==> src/rtl/magnitude_peak_detector_pkg.sv <==
// -----------------------------------------------------------------------------
// rmx_peak_pkg
// Shared definitions for the magnitude peak detector.
//   - Width helpers that derive the bin index and frame sum widths from the
//     frame length and the magnitude width.
//   - peak_result_t : one result record {mag, bin, sum} for the default
//     configuration (17-bit magnitudes, 512-bin frames). Consumers that use
//     the default build can carry results around in this type.
// No ports (package).
// -----------------------------------------------------------------------------
package rmx_peak_pkg;

    localparam int DEF_DATA_IN_BITS = 17;
    localparam int DEF_FRAME_LEN    = 512;

    // Width of a bin index able to address FRAME_LEN bins (at least 1 bit).
    function automatic int calc_bin_bits(input int frame_len);
        if (frame_len > 1) begin
            return $clog2(frame_len);
        end else begin
            return 1;
        end
    endfunction

    // A frame sum of FRAME_LEN unsigned values cannot exceed
    // 2^BIN_BITS * (2^DATA_BITS - 1), so DATA_BITS + BIN_BITS never overflows.
    function automatic int calc_sum_bits(input int data_bits, input int frame_len);
        return data_bits + calc_bin_bits(frame_len);
    endfunction

    localparam int DEF_BIN_BITS = calc_bin_bits(DEF_FRAME_LEN);
    localparam int DEF_SUM_BITS = calc_sum_bits(DEF_DATA_IN_BITS, DEF_FRAME_LEN);

    typedef struct packed {
        logic [DEF_DATA_IN_BITS-1:0] mag;
        logic [DEF_BIN_BITS-1:0]     bin;
        logic [DEF_SUM_BITS-1:0]     sum;
    } peak_result_t;

endpackage

==> src/rtl/magnitude_peak_detector_frame_bin_counter.sv <==
// -----------------------------------------------------------------------------
// frame_bin_counter
// Tracks which bin of the current frame the next accepted sample belongs to.
// Counts accepted samples, wraps after bin FRAME_LEN-1, and restarts on request.
// A restart that coincides with an accepted sample makes that sample bin 0,
// so the count continues from 1.
// Ports:
//   clk        in   1         clock (posedge)
//   rst        in   1         synchronous reset, active-low
//   i_accept   in   1         a sample is consumed this cycle
//   i_restart  in   1         discard the partial frame
//   o_bin      out  BIN_BITS  bin index of a sample accepted this cycle
//   o_last_bin out  1         o_bin is the final bin of the frame
// -----------------------------------------------------------------------------
module frame_bin_counter #(
    parameter int FRAME_LEN = 512,
    parameter int BIN_BITS  = 9
) (
    input  logic                clk,
    input  logic                rst,
    input  logic                i_accept,
    input  logic                i_restart,
    output logic [BIN_BITS-1:0] o_bin,
    output logic                o_last_bin
);

    localparam logic [BIN_BITS-1:0] LAST_BIN = BIN_BITS'(FRAME_LEN - 1);

    logic [BIN_BITS-1:0] r_count;

    // Bin counter: reset, restart, wrap at the last bin, hold on idle cycles.
    always_ff @(posedge clk) begin
        if (!rst) begin
            r_count <= {BIN_BITS{1'b0}};
        end else if (i_restart) begin
            if (i_accept) begin
                r_count <= BIN_BITS'(1);
            end else begin
                r_count <= {BIN_BITS{1'b0}};
            end
        end else if (i_accept) begin
            if (r_count == LAST_BIN) begin
                r_count <= {BIN_BITS{1'b0}};
            end else begin
                r_count <= r_count + BIN_BITS'(1);
            end
        end else begin
            r_count <= r_count;
        end
    end

    assign o_bin      = r_count;
    assign o_last_bin = (r_count == LAST_BIN);

endmodule

==> src/rtl/magnitude_peak_detector.sv <==
// -----------------------------------------------------------------------------
// magnitude_peak_detector
// Consumes the per-bin magnitude stream in frames of FRAME_LEN bins and, one
// clock after the last bin of a frame is accepted, publishes the frame's peak
// magnitude, the bin where it first occurred, and the sum of all magnitudes.
// Results are held between frames; peak_out_ready pulses for one cycle.
// Optional feature: define PEAK_THRESHOLD_EN to add the threshold input and
// the peak_above_thr result flag (peak >= threshold, threshold taken on the
// last-bin accept edge).
// Ports:
//   clk             in   1             clock (posedge)
//   rst             in   1             synchronous reset, active-low
//   data_in_ready   in   1             data_in valid this cycle
//   data_in         in   DATA_IN_BITS  unsigned magnitude
//   frame_restart   in   1             discard partial frame, restart at bin 0
//   peak_out_ready  out  1             results updated this cycle
//   peak_mag        out  DATA_IN_BITS  peak magnitude of last frame
//   peak_bin        out  BIN_BITS      bin of peak_mag (earliest on ties)
//   frame_sum       out  SUM_BITS      sum of last frame's magnitudes
//   threshold       in   DATA_IN_BITS  (PEAK_THRESHOLD_EN only)
//   peak_above_thr  out  1             (PEAK_THRESHOLD_EN only)
// -----------------------------------------------------------------------------
module magnitude_peak_detector
    import rmx_peak_pkg::*;
#(
    parameter int DATA_IN_BITS = 17,
    parameter int FRAME_LEN    = 512,
    parameter int BIN_BITS     = calc_bin_bits(FRAME_LEN),
    parameter int SUM_BITS     = calc_sum_bits(DATA_IN_BITS, FRAME_LEN)
) (
    input  logic                    clk,
    input  logic                    rst,
    input  logic                    data_in_ready,
    input  logic [DATA_IN_BITS-1:0] data_in,
    input  logic                    frame_restart,
    output logic                    peak_out_ready,
    output logic [DATA_IN_BITS-1:0] peak_mag,
    output logic [BIN_BITS-1:0]     peak_bin,
    output logic [SUM_BITS-1:0]     frame_sum
`ifdef PEAK_THRESHOLD_EN
    ,
    input  logic [DATA_IN_BITS-1:0] threshold,
    output logic                    peak_above_thr
`endif
);

    typedef struct packed {
        logic [DATA_IN_BITS-1:0] mag;
        logic [BIN_BITS-1:0]     bin;
        logic [SUM_BITS-1:0]     sum;
    } frame_result_t;

    logic [BIN_BITS-1:0]     w_bin;
    logic                    w_last_bin;
    logic                    w_first_bin;
    logic                    w_last_accept;
    logic [DATA_IN_BITS-1:0] w_cand_mag;
    logic [BIN_BITS-1:0]     w_cand_bin;
    logic [SUM_BITS-1:0]     w_cand_sum;

    logic [DATA_IN_BITS-1:0] r_max;
    logic [BIN_BITS-1:0]     r_max_bin;
    logic [SUM_BITS-1:0]     r_sum;
    frame_result_t           r_res;
    logic                    r_peak_ready;

    frame_bin_counter #(
        .FRAME_LEN (FRAME_LEN),
        .BIN_BITS  (BIN_BITS)
    ) u_bin_counter (
        .clk        (clk),
        .rst        (rst),
        .i_accept   (data_in_ready),
        .i_restart  (frame_restart),
        .o_bin      (w_bin),
        .o_last_bin (w_last_bin)
    );

    assign w_first_bin   = (w_bin == {BIN_BITS{1'b0}});
    // A restart on the last bin swallows the frame: no result is published.
    assign w_last_accept = data_in_ready & w_last_bin & ~frame_restart;

    // Running max/index/sum including the current sample; bin 0 seeds all three.
    always_comb begin
        w_cand_mag = r_max;
        w_cand_bin = r_max_bin;
        w_cand_sum = r_sum;
        if (w_first_bin || (data_in > r_max)) begin
            w_cand_mag = data_in;
            w_cand_bin = w_bin;
        end else begin
            w_cand_mag = r_max;
            w_cand_bin = r_max_bin;
        end
        if (w_first_bin) begin
            w_cand_sum = SUM_BITS'(data_in);
        end else begin
            w_cand_sum = r_sum + SUM_BITS'(data_in);
        end
    end

    // Running accumulators; a restart with a valid sample seeds a new bin 0.
    always_ff @(posedge clk) begin
        if (!rst) begin
            r_max     <= {DATA_IN_BITS{1'b0}};
            r_max_bin <= {BIN_BITS{1'b0}};
            r_sum     <= {SUM_BITS{1'b0}};
        end else if (frame_restart) begin
            if (data_in_ready) begin
                r_max     <= data_in;
                r_max_bin <= {BIN_BITS{1'b0}};
                r_sum     <= SUM_BITS'(data_in);
            end else begin
                r_max     <= {DATA_IN_BITS{1'b0}};
                r_max_bin <= {BIN_BITS{1'b0}};
                r_sum     <= {SUM_BITS{1'b0}};
            end
        end else if (data_in_ready) begin
            r_max     <= w_cand_mag;
            r_max_bin <= w_cand_bin;
            r_sum     <= w_cand_sum;
        end else begin
            r_max     <= r_max;
            r_max_bin <= r_max_bin;
            r_sum     <= r_sum;
        end
    end

    // Result registers: capture the completed frame and pulse ready once.
    always_ff @(posedge clk) begin
        if (!rst) begin
            r_res        <= '{mag: {DATA_IN_BITS{1'b0}}, bin: {BIN_BITS{1'b0}}, sum: {SUM_BITS{1'b0}}};
            r_peak_ready <= 1'b0;
        end else begin
            r_peak_ready <= w_last_accept;
            if (w_last_accept) begin
                r_res <= '{mag: w_cand_mag, bin: w_cand_bin, sum: w_cand_sum};
            end else begin
                r_res <= r_res;
            end
        end
    end

    assign peak_out_ready = r_peak_ready;
    assign peak_mag       = r_res.mag;
    assign peak_bin       = r_res.bin;
    assign frame_sum      = r_res.sum;

`ifdef PEAK_THRESHOLD_EN
    logic r_above_thr;

    // Threshold flag registered alongside the other results.
    always_ff @(posedge clk) begin
        if (!rst) begin
            r_above_thr <= 1'b0;
        end else if (w_last_accept) begin
            r_above_thr <= (w_cand_mag >= threshold);
        end else begin
            r_above_thr <= r_above_thr;
        end
    end

    assign peak_above_thr = r_above_thr;
`else
    // Threshold comparison not built in this configuration.
`endif

endmodule

==> config.mk <==
export PLATFORM = sky130hd
export DESIGN_NAME = magnitude_peak_detector
export DESIGN_NICKNAME = d
export VERILOG_FILES = /design/src/rtl/magnitude_peak_detector_pkg.sv /design/src/rtl/magnitude_peak_detector_frame_bin_counter.sv /design/src/rtl/magnitude_peak_detector.sv
export SDC_FILE = /design/constraint.sdc
export NUM_CORES = 1
export LEC_CHECK = 0
export CORE_MARGIN = 2
export CORE_UTILIZATION = 57
export DETAILED_ROUTE_END_ITERATION = 7
export HOLD_SLACK_MARGIN = 0.1
export PLACE_DENSITY = 0.81
export SKIP_LAST_GASP = 1
export SYNTH_ARGS = -nofsm -noshare
export SYNTH_HDL_FRONTEND = slang
export SYNTH_SLANG_ARGS = --single-unit
==> constraint.sdc <==
create_clock -name clk -period 4.2 [get_ports clk]
set_clock_uncertainty 0.2 [all_clocks]
set_input_delay 1.05 -clock clk [delete_from_list [all_inputs] [get_ports clk]]
set_output_delay 1.05 -clock clk [all_outputs]
set_load 0.005 [all_outputs]
Yosys cells after proc, flatten, opt, wreduce, memory -nomap -nowiden
Index checks and enable logic that the tools add are counted.
{"block": "word_totals", "register_bits": 114, "inputBits": 21, "out_inout_bits": 53, "word_cells": 33}
{"block": "classes", "addsub": 2, "order_cmp": 1, "n_eq_ne": 1, "n_mux": 13, "bitwise": 4, "n_reduce_logical": 4}
{"op": "$mux 17", "n": 5}
{"op": "$mux 26", "n": 3}
{"op": "$mux 9", "n": 4}
{"op": "$add 26x17->26", "n": 1}
{"op": "$gt 17x17->1", "n": 1}
{"op": "$add 9x1->9 const B", "n": 1}
{"op": "$eq 9x9->1 const B", "n": 1}
{"op": "$logic_not 9->1", "n": 1}
{"op": "$and 1x1->1", "n": 2}
{"op": "$not 1->1", "n": 2}
{"op": "$reduce_bool 2->1", "n": 1}
{"op": "$reduce_or 2->1", "n": 1}
{"op": "$logic_or 1x1->1", "n": 1}
{"op": "$mux 1", "n": 1}

Logic depth before layout (Yosys ltp)
{"block": "depth", "word_depth": 5, "mapped_depth": 12}

Modules after synthesis
From an unflattened synthesis, not the netlist that was laid out.
{"block": "unflattened", "cells_unflattened": 737, "area_unflattened_um2": 6183.4}
{"module": "magnitude_peak_detector", "instances": 1, "cells_each": 685, "area_each_um2": 5720.5, "seq_area_each_um2": 2102.0}
{"module": "frame_bin_counter", "instances": 1, "cells_each": 52, "area_each_um2": 462.9, "seq_area_each_um2": 180.2}

Least setup slack after synthesis
Ideal clock, no wire load.
{"block": "synth_path", "kind": "input to register", "startpoint": "in data_in[0]", "endpoint": "reg r_sum[20]", "arrival_ns": 3.000, "path_slack_ns": 0.940, "path_stages": 9, "path_buffers": 0, "path_cell_list": "ha_1 > fa_1 > a211oi_1 > o211ai_4 > a211oi_2 > or3_1 > a21oi_1 > o21ai_1 > a32o_1"}
{"block": "synth_via", "elab_chain_len": 4}
{"item": "from (decl)", "line": "magnitude_peak_detector.sv:34", "source": "input logic [DATA_IN_BITS-1:0] data_in,"}
{"item": "$add 26x17->26", "line": "magnitude_peak_detector.sv:98", "source": "w_cand_sum = r_sum + SUM_BITS'(data_in);"}
{"item": "$mux 26", "line": "magnitude_peak_detector.sv:95", "source": "if (w_first_bin) begin"}
{"item": "$mux 26", "line": "magnitude_peak_detector.sv:118", "source": "end else if (data_in_ready) begin"}
{"item": "$mux 26", "line": "magnitude_peak_detector.sv:108", "source": "end else if (frame_restart) begin"}
{"item": "to (signal assigned)", "line": "magnitude_peak_detector.sv:107", "source": "r_sum <= {SUM_BITS{1'b0}};"}
{"item": "to (signal assigned)", "line": "magnitude_peak_detector.sv:112", "source": "r_sum <= SUM_BITS'(data_in);"}
{"item": "to (signal assigned)", "line": "magnitude_peak_detector.sv:121", "source": "r_sum <= w_cand_sum;"}
{"item": "to (decl)", "line": "magnitude_peak_detector.sv:63", "source": "logic [SUM_BITS-1:0] r_sum;"}
No other way between the ends. The select of a mux whose other input is x is not followed.
A chain may end at the register's enable or synchronous reset.

Worst setup path after layout
{"block": "layout_path", "startpoint": "in data_in[1]", "endpoint": "reg r_max[10]"}
{"block": "layout_via", "elab_chain_len": 5}
{"item": "$gt 17x17->1", "line": "magnitude_peak_detector.sv:88", "source": "if (w_first_bin || (data_in > r_max)) begin"}
{"item": "$logic_or 1x1->1", "line": "magnitude_peak_detector.sv:88"}
{"item": "$mux 17", "line": "magnitude_peak_detector.sv:88"}
{"item": "$mux 17", "line": "magnitude_peak_detector.sv:118"}
{"item": "$mux 17", "line": "magnitude_peak_detector.sv:108"}
{"item": "to (signal assigned)", "line": "magnitude_peak_detector.sv:110", "source": "r_max <= data_in;"}
{"item": "to (signal assigned)", "line": "magnitude_peak_detector.sv:119", "source": "r_max <= w_cand_mag;"}
{"item": "to (signal assigned)", "line": "magnitude_peak_detector.sv:123", "source": "r_max <= r_max;"}
{"item": "to (decl)", "line": "magnitude_peak_detector.sv:61", "source": "logic [DATA_IN_BITS-1:0] r_max;"}
No other way between the ends. The select of a mux whose other input is x is not followed.

==> results.sh <==
export IMPL_cp_max_fo=17
export IMPL_ios=74
export IMPL_synthesis_area_um2=6300
export IMPL_cts_tree="yes"
export IMPL_vias=6233
export IMPL_r2r_end="frame_sum[25]"
export IMPL_die_w_um=109
export IMPL_cp_start_kind="primary input"
export IMPL_post_cts_buffers=0
export IMPL_clock_path_buffers=2
export IMPL_drt_total_wl_um=17700
export IMPL_core_area_um2=10800
export IMPL_num_rows=38
export IMPL_power_total_w=0.00305
export IMPL_numCtsBuffers=17
export IMPL_clkTransAtPathRegs_ps=50
export IMPL_ys_ff_latch=114
export IMPL_syn_to_final_growth_pct=25.2
export IMPL_synth_seq_area_share=0.362
export IMPL_ir_worst_vdd_mv=0.350
export IMPL_die_height_um=109
export IMPL_final_max_slew_viol_count=0
export IMPL_synth_common_cells="dfxtp_1 (114), nand2_1 (79), a21oi_1 (75), o21ai_0 (69), nor2_1 (50)"
export IMPL_antenna_found_initial=0
export IMPL_hold_viol_final=0
export IMPL_min_to="frame_sum[17]"
export IMPL_yosysUniqueCellTypes=68
export IMPL_grt_pass1_vias=6017
export IMPL_h_tree_depth=4
export IMPL_min_path_cells=2
export IMPL_synth_edff_count=0
export IMPL_final_setup_tns_ps=0
export IMPL_status="finished, final reports clean"
export IMPL_cts_hold_buf=0
export IMPL_nets=903
export IMPL_avgSynthCellArea_um2=8.21
export IMPL_dp_slack_ps=25.0
export IMPL_worstPathArrival_ps=3960
export IMPL_start_util=0.584
export IMPL_yosysTopAreaCellShare=0.362
export IMPL_finish_utilization=0.730
export IMPL_netlist_top_cells_area="dfxtp_1 (36%), ha_1 (7.4%), a21oi_1 (6.0%), o21ai_0 (5.5%), nand2_1 (4.7%)"
export IMPL_dp_hpwl_um=11900
export IMPL_ys_flop_type="dfxtp_1"
export IMPL_rr_startpoint="u_bin_counter.o_bin[0]"
export IMPL_n_antenna_cell=0
export IMPL_synth_most_common_cell="dfxtp_1"
export IMPL_cts_num_sinks=114
export IMPL_fin_crit_ps=3690
export IMPL_synth_warnings=0
export IMPL_globalRouteTotalUtil=0.308
export IMPL_worstSetupPathType="in2reg"
export IMPL_port_buffer_count=73
export IMPL_insertion_delay_ps=530
export IMPL_clockRootBuffer="clkbuf_8"
export IMPL_finalInstanceArea_um2=7880
export IMPL_drv_cap=0
export IMPL_drc=0
export IMPL_grt_pass1_wl_um=28800
export IMPL_setup_slack_ps=506
export IMPL_first_iter_violations=474
export IMPL_dieArea_um2=11900
export IMPL_ff2ff_setup_slack_ps=610
export IMPL_wl_per_cell_um=17.7
export IMPL_cellLeakagePower_nw=3.02
export IMPL_min_from="frame_sum[17]"
export IMPL_slew_headroom=0.221
export IMPL_syn_num_nets=826
export IMPL_worst_pin_slew_ps=1160
export IMPL_grt_max_degree=53
export IMPL_gp_congestion=0.898
export IMPL_setup_viol=0
export IMPL_yosys_area_top_type="dfxtp_1"
export IMPL_grt_overflow_total=0
export IMPL_pwr_density_cell_nw_per_um2=387
export IMPL_placed_cell_area_um2=7250
export IMPL_async_reset_ff_frac=0
export IMPL_cts_resized=0
export IMPL_rsz0062_at_grt="false"
export IMPL_fin_crit_sh=0.880
export IMPL_drive_gt1_frac=0.0898
export IMPL_vias_per_cell=6.25
export IMPL_ant_nets=0
export IMPL_end_kind="register"
export IMPL_r2r_cells=10
export IMPL_drt_pass1_iterations=6
export IMPL_fmax_mhz=271
export IMPL_required_ps=4460
export IMPL_synthCells=767
export IMPL_hold_path_class="reg2reg"
[how the worst max path moves through the flow]
stage	start	endpoint	slack, ps	cells after the start
final	data_in[1]	r_max[10]	510	9
after global routing	data_in[1]	r_max[10]	220	9
after CTS	data_in[1]	r_max[10]	530	9
after detailed placement	data_in[1]	r_max[16]	20	9
after global placement	data_in[1]	r_max[12]	170	9
after floorplan	data_in[0]	r_sum[20]	940	9
[final cells by class]
cell class / count / area [um2]
Multi-Input combinational cell: 579 / 3700
Fill cell: 850 / 2910
Sequential cell: 114 / 2280
Timing Repair Buffer: 104 / 988
Clock buffer: 23 / 487
Tap cell: 140 / 175
Clock inverter: 9 / 150
Inverter: 28 / 105
[registers in the layout, summed over array words and instances, names as in the netlist]
| name | count |
|---|---|
| frame_sum | 26 |
| peak_bin | 9 |
| peak_mag | 17 |
| peak_out_ready | 1 |
| r_max | 17 |
| r_max_bin | 9 |
| r_sum | 26 |
| u_bin_counter.o_bin | 9 |
[kinds of logic (layout without fill, tap and decap cells)]
| kind of cell | after synthesis | count (layout) | synth area share |
|---|---|---|---|
| AOI/OAI and AO/OA | 261 | 261 | 0.267 |
| and+or+nand+nor | 238 | 238 | 0.179 |
| DFF | 114 | 114 | 0.362 |
| buffers and inverters | 74 | 164 | 0.0511 |
| adders and majority gates | 38 | 38 | 0.0767 |
| muxes | 28 | 28 | 0.0445 |
| xor gates and xnor gates | 14 | 14 | 0.0195 |
[power by group]
group	internal [W]	leakage (nW)	switching, W
logic	0.000153	1.79	0.000241
clock network	0.00104	0.310	0.000497
registers	0.00110	0.924	0.0000157
total	0.00230	3.02	0.000754
[critical path, stage by stage]
cell,delay (ps)
clkdlybuf4s50_1,610
ha_1,390
nand4_1,110
o41ai_1,310
a21oi_1,100
o22ai_2,150
nor3_1,80
nor2_1,900
a22o_1,250
[metrics by stage]
stage	cells	hold slack, ps
6_report	997	253
4_1_cts	997	254
3_5_place_dp	965	241
3_3_place_gp	965	234
5_1_grt	997	277
2_1_floorplan	767	236
[per-layer routing]
layer  wire length [um]  GRT usage  up-vias  part of all wire
li1                   -          -     2975                 -
met1               7360      0.379     2958              0.42
met2               8600      0.520      261              0.49
met3               1340     0.0705       39             0.076
met4                372      0.124        0             0.021
met5                  0          0        -                 0
[layout by cell type, fill, tap and decap left out, drive strengths merged, types with 18 or more instances in the layout]
| cell type | Yosys | routed |
|---|---|---|
| dfxtp | 114 | 114 |
| mux2i | 28 | 28 |
| o21ai | 72 | 72 |
| nand3 | 38 | 38 |
| and3 | 19 | 19 |
| nand2 | 80 | 80 |
| inv | 27 | 27 |
| clkdlybuf4s50 | 0 | 73 |
| a21oi | 75 | 75 |
| nor2 | 51 | 51 |
| a22o | 18 | 18 |
| clkbuf | 33 | 23 |
| ha | 37 | 37 |
| buf | 12 | 31 |
Power figures use the tool's default switching activity.
